==> config.mk <==
export PLATFORM = sky130hd
export DESIGN_NAME = stage2_gather
export DESIGN_NICKNAME = d
export VERILOG_FILES = /design/src/rtl/stage2_gather.sv
export SDC_FILE = /design/constraint.sdc
export NUM_CORES = 1
export LEC_CHECK = 0
export ABC_AREA = 1
export CAP_MARGIN = 20
export CORE_MARGIN = 3
export CORE_UTILIZATION = 45
export CTS_CLUSTER_SIZE = 30
export DETAILED_ROUTE_END_ITERATION = 8
export PLACE_DENSITY = 0.74
export SLEW_MARGIN = 15
export SYNTH_ARGS = -nofsm -noshare
export SYNTH_HDL_FRONTEND = slang
export SYNTH_SLANG_ARGS = --single-unit
==> constraint.sdc <==
create_clock -name clk -period 1.7 [get_ports clk]
set_input_delay 0.34 -clock clk [delete_from_list [all_inputs] [get_ports clk]]
set_output_delay 0.34 -clock clk [all_outputs]
set_load 0.02 [all_outputs]
==> src/rtl/stage2_gather.sv <==
// stage2_gather: gathers six serial channel partial sums into parallel lanes and drives the 3-stage adder tree; STAGE2_GATHER_ORDER_CHECK_EN enables in_ch order checking
module stage2_gather #(
    parameter int DATA_WIDTH = 16
) (
    input  logic                         clk,
    input  logic                         rst,
    input  logic                         in_valid,
    output logic                         in_ready,
    input  logic signed [DATA_WIDTH-1:0] in_data,
    input  logic [2:0]                   in_ch,
    output logic signed [DATA_WIDTH-1:0] lane_a,
    output logic signed [DATA_WIDTH-1:0] lane_b,
    output logic signed [DATA_WIDTH-1:0] lane_c,
    output logic signed [DATA_WIDTH-1:0] lane_d,
    output logic signed [DATA_WIDTH-1:0] lane_e,
    output logic signed [DATA_WIDTH-1:0] lane_f,
    output logic                         add_en,
    output logic                         sum_valid,
    output logic                         ch_err
);
    typedef enum logic [1:0] {IDLE, ISSUE, DRAIN1, DRAIN2} state_t;
    state_t state, state_nxt;
    logic [2:0] ch_cnt, cnt_nxt, wr_idx;
    logic signed [DATA_WIDTH-1:0] fill [5];
    logic [2:0] sv_sr;
    logic accept, ch_ok, wr_en, set_done;
    assign accept = in_valid && in_ready;
`ifdef STAGE2_GATHER_ORDER_CHECK_EN
    // a mismatched word restarts the set; channel 0 seeds lane a of the new set
    assign ch_ok   = in_ch == ch_cnt;
    assign wr_en   = accept && (ch_ok ? ch_cnt != 3'd5 : in_ch == 3'd0);
    assign wr_idx  = ch_ok ? ch_cnt : 3'd0;
    assign cnt_nxt = !ch_ok ? {2'b00, in_ch == 3'd0} : ch_cnt == 3'd5 ? 3'd0 : ch_cnt + 3'd1;
    // sticky order error until reset
    always_ff @(posedge clk) begin
        if (rst) ch_err <= 1'b0;
        else if (accept && !ch_ok) ch_err <= 1'b1;
    end
`else
    logic unused_in_ch;
    assign unused_in_ch = ^in_ch;
    assign ch_ok   = 1'b1;
    assign wr_en   = accept && ch_cnt != 3'd5;
    assign wr_idx  = ch_cnt;
    assign cnt_nxt = ch_cnt == 3'd5 ? 3'd0 : ch_cnt + 3'd1;
    assign ch_err  = 1'b0;
`endif
    // word 5 completes the set and goes straight to lane f, so it needs no fill slot
    assign set_done = accept && ch_ok && ch_cnt == 3'd5;
    // a completing set always wins and re-enters ISSUE; otherwise drain toward IDLE
    always_comb begin
        state_nxt = set_done ? ISSUE : state == ISSUE ? DRAIN1 : state == DRAIN1 ? DRAIN2 : IDLE;
    end
    // fill bank and channel counter
    always_ff @(posedge clk) begin
        if (rst) begin
            ch_cnt <= 3'd0;
            for (int i = 0; i < 5; i++) fill[i] <= '0;
        end else begin
            if (accept) ch_cnt <= cnt_nxt;
            if (wr_en) fill[wr_idx] <= in_data;
        end
    end
    // issue registers: lanes carry the set only during ISSUE so the adder pipeline sees zeros otherwise
    always_ff @(posedge clk) begin
        if (rst) begin
            state    <= IDLE;
            in_ready <= 1'b0;
            add_en   <= 1'b0;
            sv_sr    <= 3'b000;
            lane_a   <= '0;
            lane_b   <= '0;
            lane_c   <= '0;
            lane_d   <= '0;
            lane_e   <= '0;
            lane_f   <= '0;
        end else begin
            state    <= state_nxt;
            in_ready <= 1'b1;
            add_en   <= state_nxt != IDLE;
            sv_sr    <= {sv_sr[1:0], state == ISSUE};
            lane_a   <= set_done ? fill[0] : '0;
            lane_b   <= set_done ? fill[1] : '0;
            lane_c   <= set_done ? fill[2] : '0;
            lane_d   <= set_done ? fill[3] : '0;
            lane_e   <= set_done ? fill[4] : '0;
            lane_f   <= set_done ? in_data : '0;
        end
    end
    assign sum_valid = sv_sr[2];
endmodule

**Word-level counts from Yosys, hierarchy flattened**

Memory sizes are Yosys's and may differ from the RTL's. A register that Yosys moved wholly into a read port is not among the register bits.
Index checks and enable logic that the tools add are counted.
Widths: inputs -> output; s select.

- Bits in registers: 26
- Memory bits (writable): 80
- Bits of input ports: 22
- Output and inout port bits: 100
- Logic and storage cells: 32
- Memories kept: 1

Memory list:

| name | words | bits a word | rd ports | clocked after memory_dff | write ports | line | text |
|---|---|---|---|---|---|---|---|
| fill | 5 | 16 | 5 | 5 | 5 | 24 | `logic signed [DATA_WIDTH-1:0] fill [5];` |

- $add $sub $neg: 1
- Eq/ne operators: 4
- Multiplexer cells: 13
- Bitwise logic cells: 1
- Reduce and logical (&&, ||, !) cells: 6

Operators with widths:

| kind | count |
|---|---|
| $mux 16 | 1 |
| $reduce_or 16->1 | 1 |
| $mux 1 | 7 |
| $mux 2 | 3 |
| $mux 3 | 2 |
| $add 3x1->3 const B | 1 |
| $eq 3x3->1 const B | 1 |
| $logic_and 1x1->1 | 3 |
| $ne 3x3->1 const B | 1 |
| $eq 2x1->1 const B | 1 |
| $eq 2x2->1 const B | 1 |
| $reduce_bool 2->1 | 1 |
| $reduce_or 2->1 | 1 |
| $not 1->1 | 1 |

**Depth between registers and ports, before layout**

Gate-level depths: netlist of the first run.

- Word-level depth: 7
- Gate-level depth with buffers: 7
- Gate-level depth less buffers: 5

**Worst setup path after synthesis of the first run**

No wires, ideal clock.

- Kind: register to register
- Start point: register in_ready
- End point: memory fill[4][0], enable pin
- Setup time: 0.372 ns
- Arrival: 1.487 ns
- Data required time: 1.328 ns
- Setup slack: -0.158 ns
- Cell stages (with the launch flop): 6
- Path buffers: 1
- Period minus slack after synthesis: 1.858 ns
- Path through: dfxtp_1 > nand2_1 > nor2_4 > nand4_2 > buf_2 > nand2_1

RTL lines:

| item | line | text |
|---|---|---|
| start: declaration | 8 | `output logic in_ready,` |
| start signal: assignment | 68 | `in_ready <= 1'b0;` |
| start signal: assignment | 79 | `in_ready <= 1'b1;` |
| end: declaration | 24 |  |

**Worst setup path in the final report of the first run**

- Start point: register lane_e[5] (read register of fill)
- End point: output port lane_e[5]

RTL lines:

| item | line | text |
|---|---|---|
| start: declaration | 15 | `output logic signed [DATA_WIDTH-1:0] lane_e,` |

No word-level cell between the ends.

==> flow_summary.json, run 1 <==
{
  "io_buffers": 117,
  "crit_family": "buffers and inverters",
  "ctsRootBufferMaster": "clkbuf_16",
  "place_worst_setup_slack_ps": -183,
  "clockPowerShare": 0.434,
  "netlist_area_um2": 5950,
  "cts_tree": "built",
  "routed_wl_um": 11700,
  "ir_drop_v": 0.000582,
  "hold_depth": 2,
  "dp_hpwl_um": 7840,
  "drv_cap": 0,
  "row_count": 41,
  "numCtsBuffers": 17,
  "power.leakage_nw": 4.34,
  "yosysTopAreaCell": "edfxtp_1",
  "syn-num-nets": 546,
  "synthTopCellsByArea": "edfxtp_1 40%, dfxtp_1 36%, nor2_1 10%",
  "fmaxAchievable_ghz": 0.598,
  "met1_length_um": 4890,
  "route.met2.wl_um": 5960,
  "dr_wl_met3_um": 686,
  "reg2reg_to": "fill[3][7]",
  "yosysSeqAreaShare": 0.761,
  "multiInputGateArea_um2": 921,
  "first_pass_iters": 4,
  "die_area_um2": 14600,
  "cts_hold_buf": 0,
  "grt_start_max_net_pins": 36,
  "endpoint_kind": "output port",
  "hold_ws_ps": 423,
  "antenna_left": 0,
  "max_stage_delay_ps": 590,
  "clockBufferDepth": 2,
  "powerDensity_nw_per_um2": 1090,
  "initial_core_util": 0.466,
  "io_pins": 122,
  "coreArea_um2": 12800,
  "startpoint_type": "register",
  "synthFlopType": "dfxtp_1",
  "antenna_found_initial": 0,
  "synthArstFlopShare": 0,
  "hold_end": "sv_sr[1]",
  "grt_pass1_vias": 3543,
  "clk_pin_slew_ps": 60,
  "switching_share": 0.192,
  "holdCritPathClass": "reg -> reg",
  "worstSkewPairLatency_ps": 430,
  "setup_viol": 0,
  "routed.top_layer": "met4",
  "syn_inst": 522,
  "antenna_cells": 0,
  "cp.required_ps": 1360,
  "seqPwrFrac": 0.537,
  "post-cts-setup-buffer-count": 0,
  "cts_max_level": 4,
  "p_comb_frac": 0.029,
  "p_int_mw": 7.17,
  "drtIter0Drc": 306,
  "power.switching_mw": 1.71,
  "place_congestion": 0.790,
  "gr-total-overflow": 0,
  "drc": 0,
  "fp.dieH_um": 121,
  "crit_fanout": 1,
  "worst_slack_ps": 27.7,
  "synthDistinctLibCells": 19,
  "slowest_stage": "clkdlybuf4s50_1",
  "rsz0062_at_grt": "false",
  "synth_seq_cells": 186,
  "hold_viol": 0,
  "finalCritPeriodShare": 0.984,
  "finClkSkew_ps": 11.7,
  "synth-edff-count": 80,
  "routedWlPerCell_um": 13.9,
  "drive_gt1_frac": 0.109,
  "synth_area_per_cell_um2": 11.4,
  "grt_pass1_wl_um": 18300,
  "yosysMostFrequentCell": "nor2_1",
  "cp.arrival_ps": 1330,
  "period_needed_ps": 1670,
  "ff2ff_path_depth": 5,
  "seqCellArea_um2": 4520,
  "cts.sinks": 186,
  "vias": 3659,
  "status": "complete, no violations",
  "min-delay-start": "sv_sr[0]",
  "num-fill-cells": 934,
  "finalPower_mw": 8.88,
  "avgViaCountPerCell": 4.34,
  "synth_commonest_cells": "164 x nor2_1, 106 x dfxtp_1, 103 x inv_1, 80 x edfxtp_1, 19 x nor2_2",
  "ys_warn_count": 0,
  "rrSetupSlack_ps": 310,
  "syn_to_final_growth_pct": 36.7,
  "slew_viol_final": 0,
  "path_cells": "clkdlybuf4s50_1",
  "fp.dieW_um": 121,
  "grt_use_total": 0.167,
  "path_buf_inv": 1,
  "crit_type": "reg -> out",
  "netlist.area_leader.share": 0.404,
  "r2r-start": "in_ready",
  "fin_nets": 683
}
-- per-stage QoR --
stage	cells	utilization	area [µm²]	TNS, ps
2_1_floorplan	522	-	5950	-9590
3_3_place_gp	812	0.584	7460	-7260
3_5_place_dp	812	0.584	7460	-14000
4_1_cts	844	0.628	8020	0
5_1_grt	844	0.637	8130	0
6_report	844	0.637	8130	0
-- kinds of logic (layout without fill, tap and decap cells) --
family,Yosys count,after routing,share of synthesized area
buffers and inverters,124,274,0.0858
other,1,1,0.000630
adders and majority gates,2,2,0.00421
DFF,186,186,0.761
AOI/OAI and AO/OA,4,4,0.00337
and+or+nand+nor,205,205,0.145
-- tightest hold or removal path: cells and delay by family, from the launching register on --
kind	cells	cell delay, ps
AND/OR/NAND/NOR	1	30
flip-flops	1	300
buffers and inverters	1	50
-- layout make-up --
cell class                      count  area share
Clock buffer                       25      0.0663
Clock inverter                      7     0.00708
Inverter                          107      0.0497
Multi-Input combinational cell    212       0.113
Sequential cell                   186       0.556
Tap cell                          172      0.0265
Timing Repair Buffer              135       0.181
-- per-layer routing --
| metal | GRT usage | vias to the layer above |
|---|---|---|
| li1 | - | 1831 |
| met1 | 0.206 | 1699 |
| met2 | 0.276 | 115 |
| met3 | 0.0517 | 14 |
| met4 | 0.0602 | 0 |
| met5 | 0 | - |
-- state kept, by name (all words and copies together) (netlist names), 3 cells and up --
| register | count |
|---|---|
| lane_e | 16 |
| lane_c | 16 |
| lane_f | 16 |
| lane_d | 16 |
| lane_b | 16 |
| sv_sr | 3 |
| ch_cnt | 3 |
| fill | 80 |
| lane_a | 16 |
-- worst max-delay path by stage --
stage / end / depth (start not counted) / startpoint / slack [ps]
finish: lane_e[5] / 1 / lane_e[5] / 30
global placement: fill[2][9] / 6 / in_valid / -110
floorplan: fill[0][0] / 5 / in_ready / -160
CTS: lane_a[11] / 1 / lane_a[11] / 0.7
detailed placement: fill[3][7] / 6 / in_valid / -180
global route: lane_c[7] / 1 / lane_c[7] / 0.4
-- layout by cell type, fill, tap and decap left out, drive strengths merged --
cell,instances
nor2,184
inv,107
dfxtp,106
edfxtp,80
dlymetal6s2s,46
clkdlybuf4s50,42
dlygate4sd2,29
clkbuf,25
buf,18
nand2,15
clkinv,5
nand4,4
nand3,2
o21ai,2
a21oi,2
ha,2
conb,1
clkinvlp,1
bufinv,1
-- power by group through the flow --
stage	Sequential, mW	Combinational (mW)	Clock, mW
global placement	4.86	0.251	0
detailed placement	4.86	0.259	0
finish	4.77	0.258	3.85
CTS	4.77	0.261	3.92
floorplan	4.86	0.123	0
global route	4.77	0.284	4.10
-- timing repair --
item / in CTS / in global routing
setup endpoints to repair: 29 / 46
resized for setup: 29 / 46
endpoints found under the hold margin: 0 / 0
Note: power is estimated with default switching activity, not from simulation.
==> run 2, diff against run 1 <==
Settings changed: SETUP_SLACK_MARGIN set to 0.05.
==> run 2 against run 1 <==
  * Combinational power fell by 5%
  * Clock power fell by 3%
  * Utilization fell by 2.2 points
  * Sequential cell count did not move
==> flow_summary.json, run 2 (same netlist as run 1, synthesis figures left out) <==
{
  "coreArea_um2": 12800,
  "final_cell_mix": "164 x nor2_1, 106 x dfxtp_1, 103 x inv_1",
  "antenna_cells": 0,
  "crit_fanout": 16,
  "slew_viol_final": 0,
  "crit_type": "in -> reg",
  "switching_share": 0.198,
  "largest_reg_flops": 80,
  "status": "complete, no violations",
  "grt_pass1_wl_um": 18700,
  "period_needed_ps": 1450,
  "cts_tree": "built",
  "startpoint_type": "input port",
  "power.switching_mw": 1.73,
  "drc": 0,
  "cp.arrival_ps": 1540,
  "endpoint_kind": "register",
  "io_pins": 122,
  "tns_ps": 0,
  "rsz0062_at_grt": "false",
  "post-cts-setup-buffer-count": 0,
  "cp.required_ps": 1790,
  "setup_viol": 0,
  "antenna_left": 0,
  "dp_hpwl_um": 7940,
  "ctsRootBufferMaster": "clkbuf_16",
  "vias": 3695,
  "numCtsBuffers": 17,
  "holdCritPathClass": "reg -> reg",
  "fin_nets": 677,
  "routed_wl_um": 12000,
  "drive_gt1_frac": 0.108,
  "finalPower_mw": 8.75,
  "worstSkewPairLatency_ps": 420,
  "syn_to_final_growth_pct": 32.1,
  "finClkSkew_ps": 8.31,
  "seqPwrFrac": 0.545,
  "avgViaCountPerCell": 4.41,
  "fp.dieH_um": 121,
  "critPathLaunch": "in_valid",
  "ir_drop_v": 0.000840,
  "io_buffers": 117,
  "regMostFlops": "fill",
  "r2r-start": "in_ready",
  "hold_viol": 0,
  "power.leakage_nw": 3.76,
  "cts_max_level": 4,
  "powerDensity_nw_per_um2": 1110,
  "initial_core_util": 0.466,
  "p_int_mw": 7.02,
  "clk_pin_slew_ps": 60,
  "drtIter0Drc": 290,
  "min-delay-start": "sv_sr[0]",
  "drv_cap": 0,
  "antenna_found_initial": 1,
  "grt_pass1_vias": 3732,
  "first_pass_iters": 4,
  "fp.dieW_um": 121,
  "rrSetupSlack_ps": 290,
  "routedWlPerCell_um": 14.3,
  "grt_start_max_net_pins": 39,
  "p_comb_frac": 0.028,
  "clockPowerShare": 0.427,
  "grt_use_total": 0.170,
  "die_area_um2": 14600,
  "clockBufferDepth": 2,
  "gr-total-overflow": 0,
  "cts.sinks": 186,
  "finalCritPeriodShare": 0.851,
  "row_count": 41,
  "fmaxAchievable_ghz": 0.691,
  "final_common_cell": "nor2_1",
  "place_congestion": 0.811
}
[run 2: path summary, 6_finish.rpt]
check,to,cells past startpoint
worst max-delay path,fill[1][0],5
worst min-delay path,sv_sr[1],2
worst max register to register,fill[1][0],4
worst min register to register,sv_sr[1],2
[run 2: area by class of cell]
cell class | count | area (µm²)
Timing Repair Buffer | 129 | 1200
Inverter | 107 | 404
Fill cell | 1033 | 4920
Tap cell | 172 | 215
Clock inverter | 8 | 96.3
Sequential cell | 186 | 4520
Clock buffer | 24 | 462
Multi-Input combinational cell | 212 | 956
[run 2: through the flow]
step	worst slack [ps]	utilization	cell area [µm²]	std cells	hold slack [ps]
finish	253	0.615	7860	838	414
global route	199	0.615	7860	838	432
CTS	230	0.615	7860	838	417
detailed placement	-162	0.581	7420	806	401
global placement	-113	0.581	7420	806	397
floorplan	107	-	5990	522	388
[run 2: power groups by stage]
stage	sequential, mW	clock [mW]	combinational, mW
after floorplan	4.86	0	0.130
after global placement	4.86	0	0.237
after detailed placement	4.86	0	0.245
after CTS	4.77	3.80	0.249
after global routing	4.77	3.99	0.270
final	4.77	3.74	0.246
[run 2: metal layers]
layer / routed length, µm / track usage / part of all wire / vias to the layer above
li1: - / - / - / 1814
met1: 4960 / 0.196 / 0.41 / 1758
met2: 6140 / 0.295 / 0.51 / 105
met3: 664 / 0.0531 / 0.055 / 16
met4: 207 / 0.0694 / 0.017 / 2
met5: 7 / 0 / 0.00058 / -
[run 2: worst max-delay path, cell delays in order]
cell	delay, ps
clkdlybuf4s50_1	450
nand2_1	160
inv_1	170
nand4_2	160
nand2_4	250
[run 2: timing repair]
item / 4_1_cts / 5_1_grt
endpoints found under the setup margin: 99 / 0
hold buffers: 0 / 0
gates resized for setup: 99 / 0
==> RTL change 1 (flow settings as in run 2) <==
Add a define of `STAGE2_GATHER_ORDER_CHECK_EN`.
--- a/src/rtl/stage2_gather.sv
+++ b/src/rtl/stage2_gather.sv
@@ -1,4 +1,6 @@
 // stage2_gather: gathers six serial channel partial sums into parallel lanes and drives the 3-stage adder tree; STAGE2_GATHER_ORDER_CHECK_EN enables in_ch order checking
+`define STAGE2_GATHER_ORDER_CHECK_EN
+
 module stage2_gather #(
     parameter int DATA_WIDTH = 16
 ) (
Function: changed (Yosys sat finds a counterexample within 4 cycles, from zero or initial values and one cycle with rst high).
==> RTL change 1 against run 2 <==
Worst setup slack got worse by 0.22 ns. Sequential share of layout area down 4.3 points. Cell area up 8.8%. Hold slack lost 0.0080 ns. Sequential power about the same. Die area increased by 3.8%. Synthesized cell count up 7.3%. First-iteration DRC count shrank 8.3%. Routed wire length increased by 11%. Count of clock-buffer cells in the layout is 1 lower. Via count is 10% higher. Sequential cell count increased by 1. Area after synthesis increased by 4.0%. Total power increased by 6.1%. Critical path type is now reg2reg. Largest cell class unchanged.
==> RTL change 1: results (changes against run 2) <==
[yosys]
syn_nets = 584  ; +7.0%
synth_common_cells = nor2_1 (186), inv_1 (109), dfxtp_1 (107)
ys_ff_latch = 187  ; +0.54%
synth_cells = 560  ; +7.3%
ys_types = 26  ; +7
ys_seq_area_frac = 0.734  ; -0.0261
synth_compound_area_frac = 0.00526  ; +0.00189

[drt]
wl_met3_microns = 983  ; +48%
routed.top_layer = met4
wl_per_cell_microns = 14.7  ; +3.2%
routed_wl_microns = 13300  ; +11%
vias = 4079  ; +10%
wl_met1_microns = 5340  ; +7.8%
detail_route.iter0.violations = 266  ; -8.3%

[timing]
holdWs_ns = 0.406  ; -0.00803 ns
clock_skew_ns = 0.0108  ; +0.00247 ns

[global_route]
grt_antenna_before_repair = 0  ; -1
grt_pass1_wl_microns = 19900  ; +6.7%
grt_max_degree = 56  ; +44%
gr-usage-met1 = 0.209  ; +0.0131
grt_pass1_vias = 3930  ; +5.3%

[pwr]
ir_drop_mv = 0.740  ; -12%
leakagePower_nw = 4.12  ; +9.6%
swShare = 0.200  ; +0.00170

[critical_path]
reg2regPathDepth = 9  ; +5
arrival_ns = 1.79  ; +0.25 ns
path_class = reg2reg
r2r-end = fill[0][10]
critPathMaxStageDelay_ns = 0.37  ; -0.08 ns
timing.rr.start = ch_cnt[0]
reg2reg_slack_ns = 0.03  ; -0.26 ns

[finish]
buffer_area_frac = 0.162  ; +0.00908
num-clock-buffers = 23  ; -4.2%
clk_share = 0.0753  ; +0.00424
nMultiInputCombCells = 247  ; +17%
n_all_buffers = 148  ; +15%
regArea_sq_um = 4560  ; +0.69%
multi_input_area_sq_um = 1330  ; +39%
fillCellCount = 1046  ; +1.3%
finalNetCount = 735  ; +8.6%
seq_share = 0.533  ; -0.0427

[placed_design]
portBuffers = 121  ; +3.4%
dpl_worst_slack_ns = -0.515  ; -0.353 ns
placed_cell_area_sq_um = 7750  ; +4.3%
placed_cells = 863  ; +7.1%

[worst_hold_path]
hold_start = sv_sr[1]
hold_end = sv_sr[2]

[status]
run_status = finished, final reports clean

-- RTL change 1: cell types whose count changed after synthesis, moves of 2 or more --
| cell | change |
|---|---|
| inv_1 | +6 |
| nand2_4 | +5 |
| inv_2 | -2 |
| nand2_1 | +11 |
| buf_6 | +4 |
| nand3_1 | +4 |
| nand4_2 | -4 |
| nor2_2 | -18 |
| nor2_1 | +22 |
| buf_2 | -6 |
| nand2_2 | +5 |
-- RTL change 1: power groups by stage --
stage / sequential (W) / clock, W / combinational [W]
after CTS: 0.00478 / 0.00425 / 0.000292
after floorplan: 0.00487 / 0 / 0.000147
after detailed placement: 0.00487 / 0 / 0.000285
after global placement: 0.00487 / 0 / 0.000278
after global routing: 0.00478 / 0.00440 / 0.000353
final: 0.00477 / 0.00418 / 0.000326
-- RTL change 1: timing repair --
item	CTS	global route
endpoints found under the setup margin	257	165
resized for setup	112	47
gates cloned	0	2
hold endpoints to repair	0	0
pin swaps	0	8
setup buffers	0	3
==> RTL change 2 (settings of run 2) <==
Made on the original files. Set the parameter `DATA_WIDTH` to 32 (it was 16).
--- a/src/rtl/stage2_gather.sv
+++ b/src/rtl/stage2_gather.sv
@@ -1,6 +1,6 @@
 // stage2_gather: gathers six serial channel partial sums into parallel lanes and drives the 3-stage adder tree; STAGE2_GATHER_ORDER_CHECK_EN enables in_ch order checking
 module stage2_gather #(
-    parameter int DATA_WIDTH = 16
+    parameter int DATA_WIDTH = 32
 ) (
     input  logic                         clk,
     input  logic                         rst,
Ports: changed (7 resized); port bits go from 122 to 234. The function was not compared with the original's and may differ.
==> RTL change 2 against run 2 <==
Largest cell class unchanged. Routed wire length grew 110%. Clock power increased by 110%. Count of clock-buffer cells in the layout increased by 35. Critical path type is now reg2out. Total power rose by 100%. Combinational power rose by 87%. Sequential share of layout area up 0.70 points. Critical endpoint is now lane_e[29]. Die area grew 85%. Clock skew grew 0.0075 ns. Worst setup slack lost 0.12 ns. Area after synthesis up 90%. Hold slack worse by 0.021 ns. Cell area rose by 93%. Sequential cell count increased by 176.
==> RTL change 2: results (changes against run 2) <==
[status]
run_status = finished, final reports clean

[yosys]
synth_fa_ha_area_frac = 0.00221  ; -0.00200
synth_cells = 991  ; +90%
syn_nets = 1031  ; +89%
synth_compound_area_frac = 0.00177  ; -0.00160
synth_common_cells = nor2_1 (359), dfxtp_1 (202), inv_1 (199)
synth_area_leaders = edfxtp_1 (42%), dfxtp_1 (36%), nor2_1 (12%)
ys_seq_area_frac = 0.782  ; +0.0209

[drt]
detail_route.iter0.violations = 433  ; +49%
wl_per_cell_microns = 15.4  ; +8.0%
vias = 7085  ; +92%

[timing]
clock_skew_ns = 0.0158  ; +0.00752 ns

[placed_design]
hpwlAfterDp_microns = 15500  ; +95%
portBuffers = 229  ; +96%
placed_cells = 1529  ; +90%

[critical_path]
worstPathMaxFanout = 1  ; -15
reg2reg_slack_ns = 0.14  ; -0.15 ns
r2r-end = fill[0][8]
startpoint = lane_e[29]
critPathMaxStageDelay_ns = 0.42  ; -0.03 ns
slowest_stage = dlygate4sd2_1
reg2regPathDepth = 6  ; +2

[pwr]
swShare = 0.198  ; about the same
ir_drop_mv = 0.677  ; -19%
leakagePower_nw = 7.37  ; +96%

[finish]
num-clock-buffers = 59  ; +150%
regArea_sq_um = 8850  ; +96%
layoutNonFillerInstCount = 1604  ; +91%
finalNetCount = 1291  ; +91%
nMultiInputCombCells = 391  ; +84%
num-nonclk-inverters = 203  ; +90%
buffer_area_frac = 0.154  ; +0.00156
n_all_buffers = 256  ; +98%
fillCellCount = 2028  ; +96%
clk_share = 0.0791  ; +0.00809

[global_route]
grt_pass1_vias = 7019  ; +88%
grtUsageTotal = 0.176  ; +0.00602

[worst_hold_path]
hold_end = sv_sr[2]
hold_start = sv_sr[1]

[clocking]
post_cts_resized = 195  ; +97%
clkSinkCount = 362  ; +95%
cts_buffers = 37  ; +20

RTL change 2: cell count changes after synthesis, moves of 7 or more:
cell and change:
buf_2 -7, buf_4 +17, clkbuf_1 +13, dfxtp_1 +96
edfxtp_1 +80, inv_1 +96, nor2_1 +195, nor2_2 -18
RTL change 2: kinds of logic after synthesis:
| family | after synthesis |
|---|---|
| compound gates | 4 |
| other cells | 1 |
| fa+ha+maj | 2 |
| flops | 362 |
| simple gates | 381 |
| buf+inv | 241 |
RTL change 2: routing by layer:
metal / part of all wire / vias up / track usage
met4: 0.026 / 2 / 0.0633
met3: 0.078 / 47 / 0.0497
met5: 0.00053 / - / 0
li1: - / 3476 / -
met1: 0.41 / 3339 / 0.218
met2: 0.49 / 221 / 0.298
RTL change 2: power by group through the flow:
stage                     Clock [W]  Sequential [W]  Combinational, W
after floorplan                   0         0.00946          0.000226
after global placement            0         0.00947          0.000435
after detailed placement          0         0.00948          0.000444
after CTS                   0.00797         0.00929          0.000447
after global routing        0.00833         0.00930          0.000510
final                       0.00782         0.00929          0.000460
RTL change 2: per-stage QoR:
| step | setup slack (ns) | instance area, sq um | utilization | hold slack, ns | total power (W) |
|---|---|---|---|---|---|
| 2_1_floorplan | 0.0584 | 11400 | - | 0.388 | 0.00969 |
| 3_3_place_gp | -0.324 | 14100 | 0.577 | 0.391 | 0.00990 |
| 3_5_place_dp | -0.357 | 14100 | 0.577 | 0.400 | 0.00992 |
| 4_1_cts | 0.0845 | 15100 | 0.616 | 0.397 | 0.0177 |
| 5_1_grt | 0.0354 | 15200 | 0.619 | 0.415 | 0.0181 |
| 6_report | 0.130 | 15200 | 0.619 | 0.393 | 0.0176 |
RTL change 2: worst min-delay path: stages (launching register included):
cell and delay (ns):
dfxtp_1 0.29, inv_1 0.04, nor2_1 0.03
